File: config.mk
export PLATFORM = sky130hd
export DESIGN_NAME = vx_csr_rmw_sched
export DESIGN_NICKNAME = d
export VERILOG_FILES = /design/src/rtl/vx_csr_rmw_sched.sv
export SDC_FILE = /design/constraint.sdc
export NUM_CORES = 1
export LEC_CHECK = 0
export CORE_AREA = 10 10 258 260
export CTS_CLUSTER_DIAMETER = 80
export DETAILED_ROUTE_END_ITERATION = 10
export DIE_AREA = 0 0 268 270
export PLACE_DENSITY = 0.41
export SLEW_MARGIN = 30
export SYNTH_ARGS = -nofsm -noshare
export SYNTH_HDL_FRONTEND = slang
export SYNTH_SLANG_ARGS = --single-unit
File: constraint.sdc
create_clock -name clk -period 8.6 [get_ports clk]
set_input_delay 2.15 -clock clk [delete_from_list [all_inputs] [get_ports clk]]
set_output_delay 2.15 -clock clk [all_outputs]
set_load 0.01 [all_outputs]
File: src/rtl/vx_csr_rmw_sched.sv
// vx_csr_rmw_sched: round-robin scheduler that sequences one atomic CSR read-modify-write op at a time
// onto the shared CSR data port (IDLE -> READ -> WRITE -> RESP).
module vx_csr_rmw_sched #(
    parameter int NUM_REQS   = 4,
    parameter int ADDR_BITS  = 12,
    parameter int XLEN       = 32,
    parameter int NW_WIDTH   = 4,
    parameter int UUID_WIDTH = 44,
    localparam int IDX_W     = (NUM_REQS > 1) ? $clog2(NUM_REQS) : 1
) (
    input  logic                             clk,
    input  logic                             reset,
    input  logic [NUM_REQS-1:0]              req_valid,
    output logic [NUM_REQS-1:0]              req_ready,
    input  logic [NUM_REQS*2-1:0]            req_op,
    input  logic [NUM_REQS*NW_WIDTH-1:0]     req_wid,
    input  logic [NUM_REQS*ADDR_BITS-1:0]    req_addr,
    input  logic [NUM_REQS*UUID_WIDTH-1:0]   req_uuid,
    input  logic [NUM_REQS*XLEN-1:0]         req_data,
    output logic                             read_enable,
    output logic [UUID_WIDTH-1:0]            read_uuid,
    output logic [NW_WIDTH-1:0]              read_wid,
    output logic [ADDR_BITS-1:0]             read_addr,
    input  logic [XLEN-1:0]                  read_data_ro,
    input  logic [XLEN-1:0]                  read_data_rw,
    output logic                             write_enable,
    output logic [UUID_WIDTH-1:0]            write_uuid,
    output logic [NW_WIDTH-1:0]              write_wid,
    output logic [ADDR_BITS-1:0]             write_addr,
    output logic [XLEN-1:0]                  write_data,
    output logic                             rsp_valid,
    input  logic                             rsp_ready,
    output logic [IDX_W-1:0]                 rsp_idx,
    output logic [UUID_WIDTH-1:0]            rsp_uuid,
    output logic [NW_WIDTH-1:0]              rsp_wid,
    output logic [XLEN-1:0]                  rsp_data,
    output logic                             rsp_illegal,
    output logic                             busy
);
    typedef enum logic [1:0] {IDLE, READ, WRITE, RESP} state_t;
    state_t state, state_n;
    logic [IDX_W-1:0]      rr_ptr, grant, cand, idx_r;
    logic                  grant_valid, take, ro, noop_mod;
    logic [1:0]            op_r;
    logic [NW_WIDTH-1:0]   wid_r;
    logic [ADDR_BITS-1:0]  addr_r;
    logic [UUID_WIDTH-1:0] uuid_r;
    logic [XLEN-1:0]       data_r, old_r;
    logic                  illegal_r;
    // Scan downwards so the requester closest to rr_ptr is the last (winning) match.
    always_comb begin
        grant_valid = 1'b0;
        grant = '0;
        cand = '0;
        for (int i = NUM_REQS - 1; i >= 0; i--) begin
            cand = IDX_W'((int'(rr_ptr) + i) % NUM_REQS);
            if (req_valid[cand]) begin
                grant_valid = 1'b1;
                grant = cand;
            end
        end
    end
    assign take = (state == IDLE) && grant_valid;
    always_comb begin
        req_ready = '0;
        if (take) req_ready[grant] = 1'b1;
    end
    always_comb begin
        state_n = state;
        case (state)
            IDLE:  state_n = grant_valid ? READ : IDLE;
            READ:  state_n = WRITE;
            WRITE: state_n = RESP;
            RESP:  state_n = rsp_ready ? IDLE : RESP;
            default: state_n = IDLE;
        endcase
    end
    always_ff @(posedge clk or posedge reset) begin
        if (reset) begin
            state <= IDLE;
            rr_ptr <= '0;
        end else begin
            state <= state_n;
            if (take) rr_ptr <= IDX_W'((int'(grant) + 1) % NUM_REQS);
        end
    end
    always_ff @(posedge clk or posedge reset) begin
        if (reset) begin
            op_r <= '0;
            wid_r <= '0;
            addr_r <= '0;
            uuid_r <= '0;
            data_r <= '0;
            idx_r <= '0;
            old_r <= '0;
            illegal_r <= 1'b0;
        end else begin
            if (take) begin
                op_r <= req_op[int'(grant)*2 +: 2];
                wid_r <= req_wid[int'(grant)*NW_WIDTH +: NW_WIDTH];
                addr_r <= req_addr[int'(grant)*ADDR_BITS +: ADDR_BITS];
                uuid_r <= req_uuid[int'(grant)*UUID_WIDTH +: UUID_WIDTH];
                data_r <= req_data[int'(grant)*XLEN +: XLEN];
                idx_r <= grant;
                illegal_r <= 1'b0;
            end
            if (state == READ) old_r <= read_data_ro | read_data_rw;
            if (state == WRITE) illegal_r <= ro && (op_r != 2'b11);
        end
    end
    // Top two address bits 2'b11 mark a read-only CSR; set/clear with a zero mask is not a write.
    assign ro = addr_r[ADDR_BITS-1 -: 2] == 2'b11;
    assign noop_mod = (op_r == 2'b01 || op_r == 2'b10) && (data_r == '0);
    assign write_data = (op_r == 2'b00) ? data_r :
                        (op_r == 2'b01) ? (old_r | data_r) :
                        (op_r == 2'b10) ? (old_r & ~data_r) : old_r;
    assign write_enable = (state == WRITE) && (op_r != 2'b11) && !noop_mod && !ro;
    assign read_enable = state == READ;
    assign read_uuid = uuid_r;
    assign read_wid = wid_r;
    assign read_addr = addr_r;
    assign write_uuid = uuid_r;
    assign write_wid = wid_r;
    assign write_addr = addr_r;
    assign rsp_valid = state == RESP;
    assign rsp_idx = idx_r;
    assign rsp_uuid = uuid_r;
    assign rsp_wid = wid_r;
    assign rsp_data = old_r;
    assign rsp_illegal = illegal_r;
    assign busy = state != IDLE;
endmodule

==> impl_metrics.yaml, run 1 <==
run_status:
  status: "finished, final reports clean"
global_routing:
  antenna_found_initial: 8
  grt_util_all_layers_pct: 15.5
  grt_max_degree: 77
  grt_pass1_vias: 10500
  grt_first_pass_wirelength_um: 80800
  gr-total-overflow: 0
layout:
  fin_area_um2: 16100
  seq_area_um2: 3330
  multi_input_area_um2: 3330
  drive_gt1_share_pct: 5.71
  final_core_util_pct: 26.3
  final_cells: 2281
  fillers: 6613
  area_growth_pct: 89.6
  layout.nets: 1927
sta:
  tns_ns: 0
  setup_violations: 0
  skew_ns: 0.0115
  layout_min_cycle_time_ns: 6.48
  rsz0062_at_grt: "no"
  finalCritPeriodShare_pct: 75.4
  slew_headroom_pct: 38.8
  max_freq_mhz: 154
  layout_setup_ws_ns: 2.12
  maxSlewViolCount: 0
  finalHoldViolations: 0
  worst_pin_slew_ns: 0.913
synthesis:
  synth.largest_area_cell: "dfrtp_1"
  syn_inst: 931
  ys.flop_type: "dfrtp_1"
  synthTopCellsByCount: "inv_1, dfrtp_1, buf_4, a222oi_1, nand2_1"
  yosysWarnings: 0
  synth_top_area_share_pct: 39.2
  synth_edf_count: 0
  synth.cell_area_um2: 8480
  async_reset_ff_share_pct: 100
  synth.area.top_cells: "dfrtp_1, a222oi_1, buf_4"
  synth_cell_types: 38
  synth_area_per_cell_um2: 9.11
  synth.yosys.seq_area_share_pct: 39.2
  yosysMostFrequentCell: "inv_1"
  syn-num-nets: 1382
  ys_seq_elements: 133
drt:
  dr.first_iter.drc_count: 827
  wl_per_cell_um: 25.7
  vias: 9704
  vias_per_cell: 4.25
  drt_first_pass_iters: 9
  totalWireLength_um: 58500
  ant_nets: 0
  drc: 0
critical_path:
  crit_fanout: 6
  path_class: "in2out"
  r2r_slack_ns: 6.03
  arrival_ns: 4.33
  worstPathRequired_ns: 6.45
  end_kind: "primary output"
  cp-start-kind: "input pin"
die:
  die-area_um2: 72400
  coreArea_um2: 61300
  die_w_um: 268
  rows: 91
  start_util_pct: 13.8
  pin_count: 690
  fp.dieH_um: 270
clocking:
  ctsHtreeMaxLevel: 4
  clock_latency_ns: 0.48
  cts_resized: 0
  cts_num_sinks: 133
  clockBufferDepth: 2
  cts_setup_buffers: 0
  cts_tree: "built"
  cts.clk_slew.worst_paths_ns: 0.06
  root_buffer: "clkbuf_16"
  cts_hold_buf: 0
  numCtsBuffers: 17
pwr:
  leakagePower_nw: 6.62
  peakVddDrop_uv: 126
  power_density_nw_per_um2: 331
placed_design:
  hpwlAfterDp_um: 46700
  pre_cts_ws_ns: 2.09
  dpl_cell_area_um2: 15400
  gp_congestion: 0.846
  dp_cells: 2246
  numPortBuffers: 689
job:
  drv_cap: 0
worst_hold_path:
  hp-class: "reg2reg"
per-stage QoR:
stage	hold slack (ns)	total power, W
6_report	0.507	0.00533
5_1_grt	0.530	0.00566
4_1_cts	0.509	0.00545
3_5_place_dp	0.496	0.00453
3_3_place_gp	0.490	0.00454
2_1_floorplan	0.516	0.00281
final timing paths:
kind,start,end,cells after the start
max in group asynchronous,reset,rsp_data[0],4
worst max-delay path,req_valid[1],req_ready[0],7
min in group asynchronous,reset,read_addr[3],2
worst min-delay path,rsp_data[0],rsp_data[0],2
worst max register to register,state[1],data_r[22],5
worst min register to register,rsp_data[0],rsp_data[0],2
registers in the layout, indices dropped and copies added (netlist names):
name / cells
read_uuid: 44
data_r: 32
rsp_data: 32
read_addr: 12
read_wid: 4
op_r: 2
rr_ptr: 2
rsp_idx: 2
state: 2
rsp_illegal: 1
metal layers:
metal  wire length (um)  share of wire, %  up-vias  GRT usage (%)
li1                   -                 -     4391              -
met2              30100                51      532           28.1
met4               1260               2.2        6           4.94
met1              21100                36     4718           15.8
met5                 40             0.068        -              0
met3               6100                10       57           6.48
report_power, final:
group | switching (W) | internal, W
combinational | 0.00137 | 0.00172
clock | 0.000316 | 0.000546
sequential | 0.000438 | 0.000939
kinds of logic (layout without fill, tap and decap cells):
logic type               count (synthesis)  count (layout)  synth area share (%)
adder cells (fa/ha/maj)                  4               4                 0.590
buffers and inverters                  375             933                  21.9
multiplexers                             8               8                 0.944
AND/OR/NAND/NOR                        140             140                  7.29
AO/OA/AOI/OAI                          271             271                  30.0
other                                    0               2                     0
flip-flops                             133             133                  39.2
cell usage in the layout (no fill, tap or decap), drive strengths merged, types with 5 or more instances in the layout:
cell and instances:
nor4 8, clkbuf 25, inv 197, bufinv 5
a32o 24, a21oi 9, o221ai 94, buf 14
a222oi 94, nor2 45, mux2i 8, o21ai 38
nand2 68, dfrtp 133, a22o 8, clkdlybuf4s50 689
worst max-delay path: stages:
cell             delay, ns
clkdlybuf4s50_1       0.57
nand2b_1              0.20
a21oi_1               0.09
o32ai_4               0.42
nand3_4               0.21
inv_2                 0.08
clkdlybuf4s50_1       0.60
layout make-up:
cell class | count | area share [%]
repair buffers | 703 | 43.7
clock inverters | 7 | 1.03
inverters | 198 | 4.65
multi-input cells | 423 | 20.7
well taps | 790 | 6.15
diodes | 2 | 0.0311
clock buffers | 25 | 3.08
flip-flops and latches | 133 | 20.7
No activity file was read; power rests on OpenSTA's default activity.
==> inputs of run 2 (changes only) <==
==> constraint.sdc (replaced) <==
create_clock -name clk -period 6.6 [get_ports clk]
set_input_delay 1.65 -clock clk [delete_from_list [all_inputs] [get_ports clk]]
set_output_delay 1.65 -clock clk [all_outputs]
set_load 0.01 [all_outputs]
==> impl_metrics.yaml, run 2 (synthesis results as in run 1) <==
drt:
  vias_per_cell: 4.28
  ant_nets: 0
  drt_first_pass_iters: 6
  totalWireLength_um: 59600
  vias: 9751
  wl_per_cell_um: 26.2
  drc: 0
  dr.first_iter.drc_count: 967
global_routing:
  grt_first_pass_wirelength_um: 82300
  use_met1_pct: 16.0
  grt.met3_usage_pct: 7.27
  use_met2_pct: 29.1
  gr-total-overflow: 0
  grt_util_all_layers_pct: 15.8
  grt_max_degree: 78
  antenna_found_initial: 9
  grt_pass1_vias: 10600
  top_usage_layer: "met2"
worst_hold_path:
  hp-class: "reg2reg"
pwr:
  internal_power_w: 0.00399
  clkPwrFrac_pct: 14.1
  power.total_w: 0.00678
  comb_power_share_pct: 59.5
  power_density_nw_per_um2: 425
  peakVddDrop_uv: 166
  p_sw_w: 0.00280
  swShare_pct: 41.2
  leakagePower_nw: 6.57
  seqPwrFrac_pct: 26.4
sta:
  max_freq_mhz: 187
  skew_ns: 0.0149
  finalCritPeriodShare_pct: 81.2
  tns_ns: 0
  worst_pin_slew_ns: 0.993
  maxSlewViolCount: 0
  layout_min_cycle_time_ns: 5.36
  slew_headroom_pct: 33.7
  whs_ns: 0.512
  rsz0062_at_grt: "no"
  setup_violations: 0
  finalHoldViolations: 0
layout:
  multi_input_area_um2: 3330
  seq_area_um2: 3330
  drive_gt1_share_pct: 5.78
  layout.nets: 1925
  area_growth_pct: 88.2
  final_cells: 2277
  layout_common_cells: "clkdlybuf4s50_1, inv_1, dfrtp_1, a222oi_1, nand2_1"
  final_common_cell: "clkdlybuf4s50_1"
  fillers: 6585
  largest_reg_flops: 44
  diodes: 0
placed_design:
  gp_congestion: 0.822
  hpwlAfterDp_um: 46700
  dp_cells: 2245
  numPortBuffers: 689
die:
  die-area_um2: 72400
  rows: 91
  fp.dieH_um: 270
  start_util_pct: 13.8
  coreArea_um2: 61300
  die_w_um: 268
  pin_count: 690
job:
  drv_cap: 0
clocking:
  clockBufferDepth: 2
  clock_latency_ns: 0.48
  cts_tree: "built"
  cts.clk_slew.worst_paths_ns: 0.07
  cts_resized: 0
  cts_setup_buffers: 0
  ctsHtreeMaxLevel: 4
  root_buffer: "clkbuf_16"
  numCtsBuffers: 17
  cts_num_sinks: 133
  cts_hold_buf: 0
critical_path:
  end_kind: "primary output"
  arrival_ns: 3.71
  worstPathRequired_ns: 4.95
  path_class: "in2out"
  crit_fanout: 6
  cp-start-kind: "input pin"
run_status:
  status: "finished, final reports clean"
[run 2: cell count changes in the layout (fill, tap and decap cells not counted)]
cell and change:
bufinv_16 -4, clkinv_2 +6, buf_16 -1, buf_4 -3, clkinv_1 -1, clkbuf_8 -3, clkinv_4 +3, clkinvlp_4 +1
diode_2 -2, clkbuf_1 -3, inv_1 +1, buf_12 +2
[run 2: critical path: stages]
cell and delay, ns:
clkdlybuf4s50_1 0.56, nand2b_1 0.21, a21oi_1 0.09, o32ai_4 0.39
nand3_4 0.16, inv_2 0.08, clkdlybuf4s50_1 0.55
[run 2: final cells by class]
class / count / share of cell area, %
multi-input cells: 423 / 20.9
well taps: 790 / 6.19
repair buffers: 701 / 43.9
flip-flops and latches: 133 / 20.9
clock inverters: 13 / 0.690
inverters: 198 / 4.69
clock buffers: 19 / 2.77
[run 2: per-stage QoR]
step	cell area (um2)	utilization (%)	setup slack (ns)
after floorplan	8480	-	1.40
after global placement	15400	25.2	1.21
after detailed placement	15400	25.2	1.20
after CTS	16000	26.1	1.19
after global routing	16000	26.1	1.09
final	16000	26.1	1.24
[run 2: routing by layer]
metal  vias to the layer above  part of all wire (%)
li1                       4386                     -
met1                      4808                    36
met2                       486                    52
met3                        53                    11
met4                        18                   1.3
met5                         -                  0.19
[run 2: worst paths after layout]
path / startpoint / to / depth (start not counted) / slack, ns
worst max register to register: rr_ptr[1] / read_uuid[28] / 7 / 3.40
worst max-delay path: req_valid[1] / req_ready[0] / 7 / 1.24
max in group asynchronous: reset / rsp_data[21] / 3 / 4.00
worst min register to register: rsp_data[20] / rsp_data[20] / 2 / 0.51
worst min-delay path: rsp_data[20] / rsp_data[20] / 2 / 0.51
min in group asynchronous: reset / op_r[0] / 2 / 1.61
[run 2: power by group through the flow]
stage               Sequential (W)  Clock [W]  Combinational [W]
finish                     0.00179   0.000958            0.00403
CTS                        0.00181    0.00100            0.00413
global route               0.00186    0.00103            0.00433
global placement           0.00180          0            0.00411
floorplan                  0.00168          0            0.00198
detailed placement         0.00182          0            0.00410
==> inputs of run 3 (changes only) <==
==> constraint.sdc (replaced) <==
create_clock -name clk -period 5 [get_ports clk]
set_input_delay 1.25 -clock clk [delete_from_list [all_inputs] [get_ports clk]]
set_output_delay 1.25 -clock clk [all_outputs]
set_load 0.01 [all_outputs]
==> impl_metrics.yaml, run 3 (synthesis results as in run 1) <==
pwr:
  leakagePower_nw: 6.61
  peakVddDrop_uv: 215
  power_density_nw_per_um2: 566
  power.total_w: 0.00909
layout:
  multi_input_area_um2: 3330
  area_growth_pct: 89.4
  drive_gt1_share_pct: 5.78
  largest_reg_flops: 44
  layout.nets: 1928
  layout_common_cells: "clkdlybuf4s50_1, inv_1, dfrtp_1, a222oi_1, nand2_1"
  diodes: 0
  seq_area_um2: 3330
  fin_area_um2: 16100
  final_common_cell: "clkdlybuf4s50_1"
  fillers: 6625
sta:
  finalHoldViolations: 0
  max_freq_mhz: 217
  rsz0062_at_grt: "no"
  tns_ns: 0
  worst_pin_slew_ns: 0.754
  layout_min_cycle_time_ns: 4.60
  skew_ns: 0.0149
  setup_violations: 0
  finalCritPeriodShare_pct: 92.0
  maxSlewViolCount: 0
  slew_headroom_pct: 49.7
drt:
  vias: 9647
  vias_per_cell: 4.24
  dr.first_iter.drc_count: 860
  ant_nets: 0
  wl_per_cell_um: 25.8
  totalWireLength_um: 58700
  drc: 0
  drt_first_pass_iters: 7
clocking:
  cts_resized: 0
  cts_num_sinks: 133
  cts.clk_slew.worst_paths_ns: 0.06
  cts_setup_buffers: 0
  root_buffer: "clkbuf_16"
  ctsHtreeMaxLevel: 4
  numCtsBuffers: 17
  clock_latency_ns: 0.49
  cts_hold_buf: 0
  cts_tree: "built"
  clockBufferDepth: 2
critical_path:
  cp-start-kind: "input pin"
  r2r_slack_ns: 2.52
  arrival_ns: 3.35
  end_kind: "primary output"
  r2r-start: "rr_ptr[1]"
  crit_fanout: 6
  r2r_end: "read_addr[6]"
  path_class: "in2out"
  worst-r2r-cell-count: 7
  worstPathRequired_ns: 3.75
placed_design:
  hpwlAfterDp_um: 45900
  gp_congestion: 0.829
  dpl_cell_area_um2: 15500
  numPortBuffers: 689
worst_hold_path:
  hp-class: "reg2reg"
  holdPathEnd: "rsp_data[15]"
  whs_path_depth: 2
  min_from: "rsp_data[15]"
job:
  drv_cap: 0
global_routing:
  antenna_found_initial: 5
  grt_first_pass_wirelength_um: 81000
  gr-total-overflow: 0
  grt_util_all_layers_pct: 15.6
  grt_pass1_vias: 10300
  grt_max_degree: 95
die:
  fp.dieH_um: 270
  die_w_um: 268
  rows: 91
  pin_count: 690
  die-area_um2: 72400
  coreArea_um2: 61300
  start_util_pct: 13.8
run_status:
  status: "finished, final reports clean"
-- run 3: stage by stage --
stage               instances  utilization (%)  setup WS (ns)  hold WS (ns)
CTS                      2277             26.2          0.218         0.511
detailed placement       2248             25.3          0.375         0.497
floorplan                 931                -          0.196         0.516
global route             2277             26.2          0.172         0.547
finish                   2277             26.2          0.398         0.503
global placement         2248             25.3          0.384         0.489
-- run 3: worst max-delay path by stage --
| stage | startpoint | endpoint | slack [ns] | depth (start not counted) |
|---|---|---|---|---|
| 3_5_place_dp | req_valid[1] | req_ready[0] | 0.38 | 7 |
| 4_1_cts | op_r[1] | write_enable | 0.22 | 7 |
| 3_3_place_gp | req_valid[1] | req_ready[0] | 0.38 | 7 |
| 2_1_floorplan | reset | data_r[0] | 0.20 | 1 |
| 6_report | req_valid[1] | req_ready[0] | 0.40 | 7 |
| 5_1_grt | op_r[1] | write_enable | 0.17 | 7 |
-- run 3: final cells by class --
type | instances | area share (%)
tap | 790 | 6.15
sequential | 133 | 20.7
clock buffer | 19 | 2.76
timing repair buffer | 704 | 44.0
clock inverter | 10 | 0.981
inverter | 198 | 4.66
multi-input combinational | 423 | 20.7
-- run 3: power breakdown --
group | leakage, nW | total [W] | switching (W) | internal (W)
clock | 0.287 | 0.00139 | 0.000556 | 0.000834
sequential | 1.63 | 0.00236 | 0.000747 | 0.00161
combinational | 4.70 | 0.00534 | 0.00237 | 0.00297
-- run 3: worst max-delay path, cell delays in order --
cell	delay, ns
clkdlybuf4s50_1	0.58
nand2b_1	0.21
a21oi_1	0.09
o32ai_4	0.40
nand3_4	0.19
inv_2	0.09
clkdlybuf4s50_1	0.55
-- run 3: per-layer routing --
| metal | GRT usage, % | routed length, um | up-vias |
|---|---|---|---|
| li1 | - | - | 4385 |
| met1 | 16.5 | 21600 | 4687 |
| met5 | 0 | 41 | - |
| met2 | 27.2 | 29300 | 517 |
| met4 | 5.55 | 1540 | 6 |
| met3 | 6.48 | 6250 | 52 |
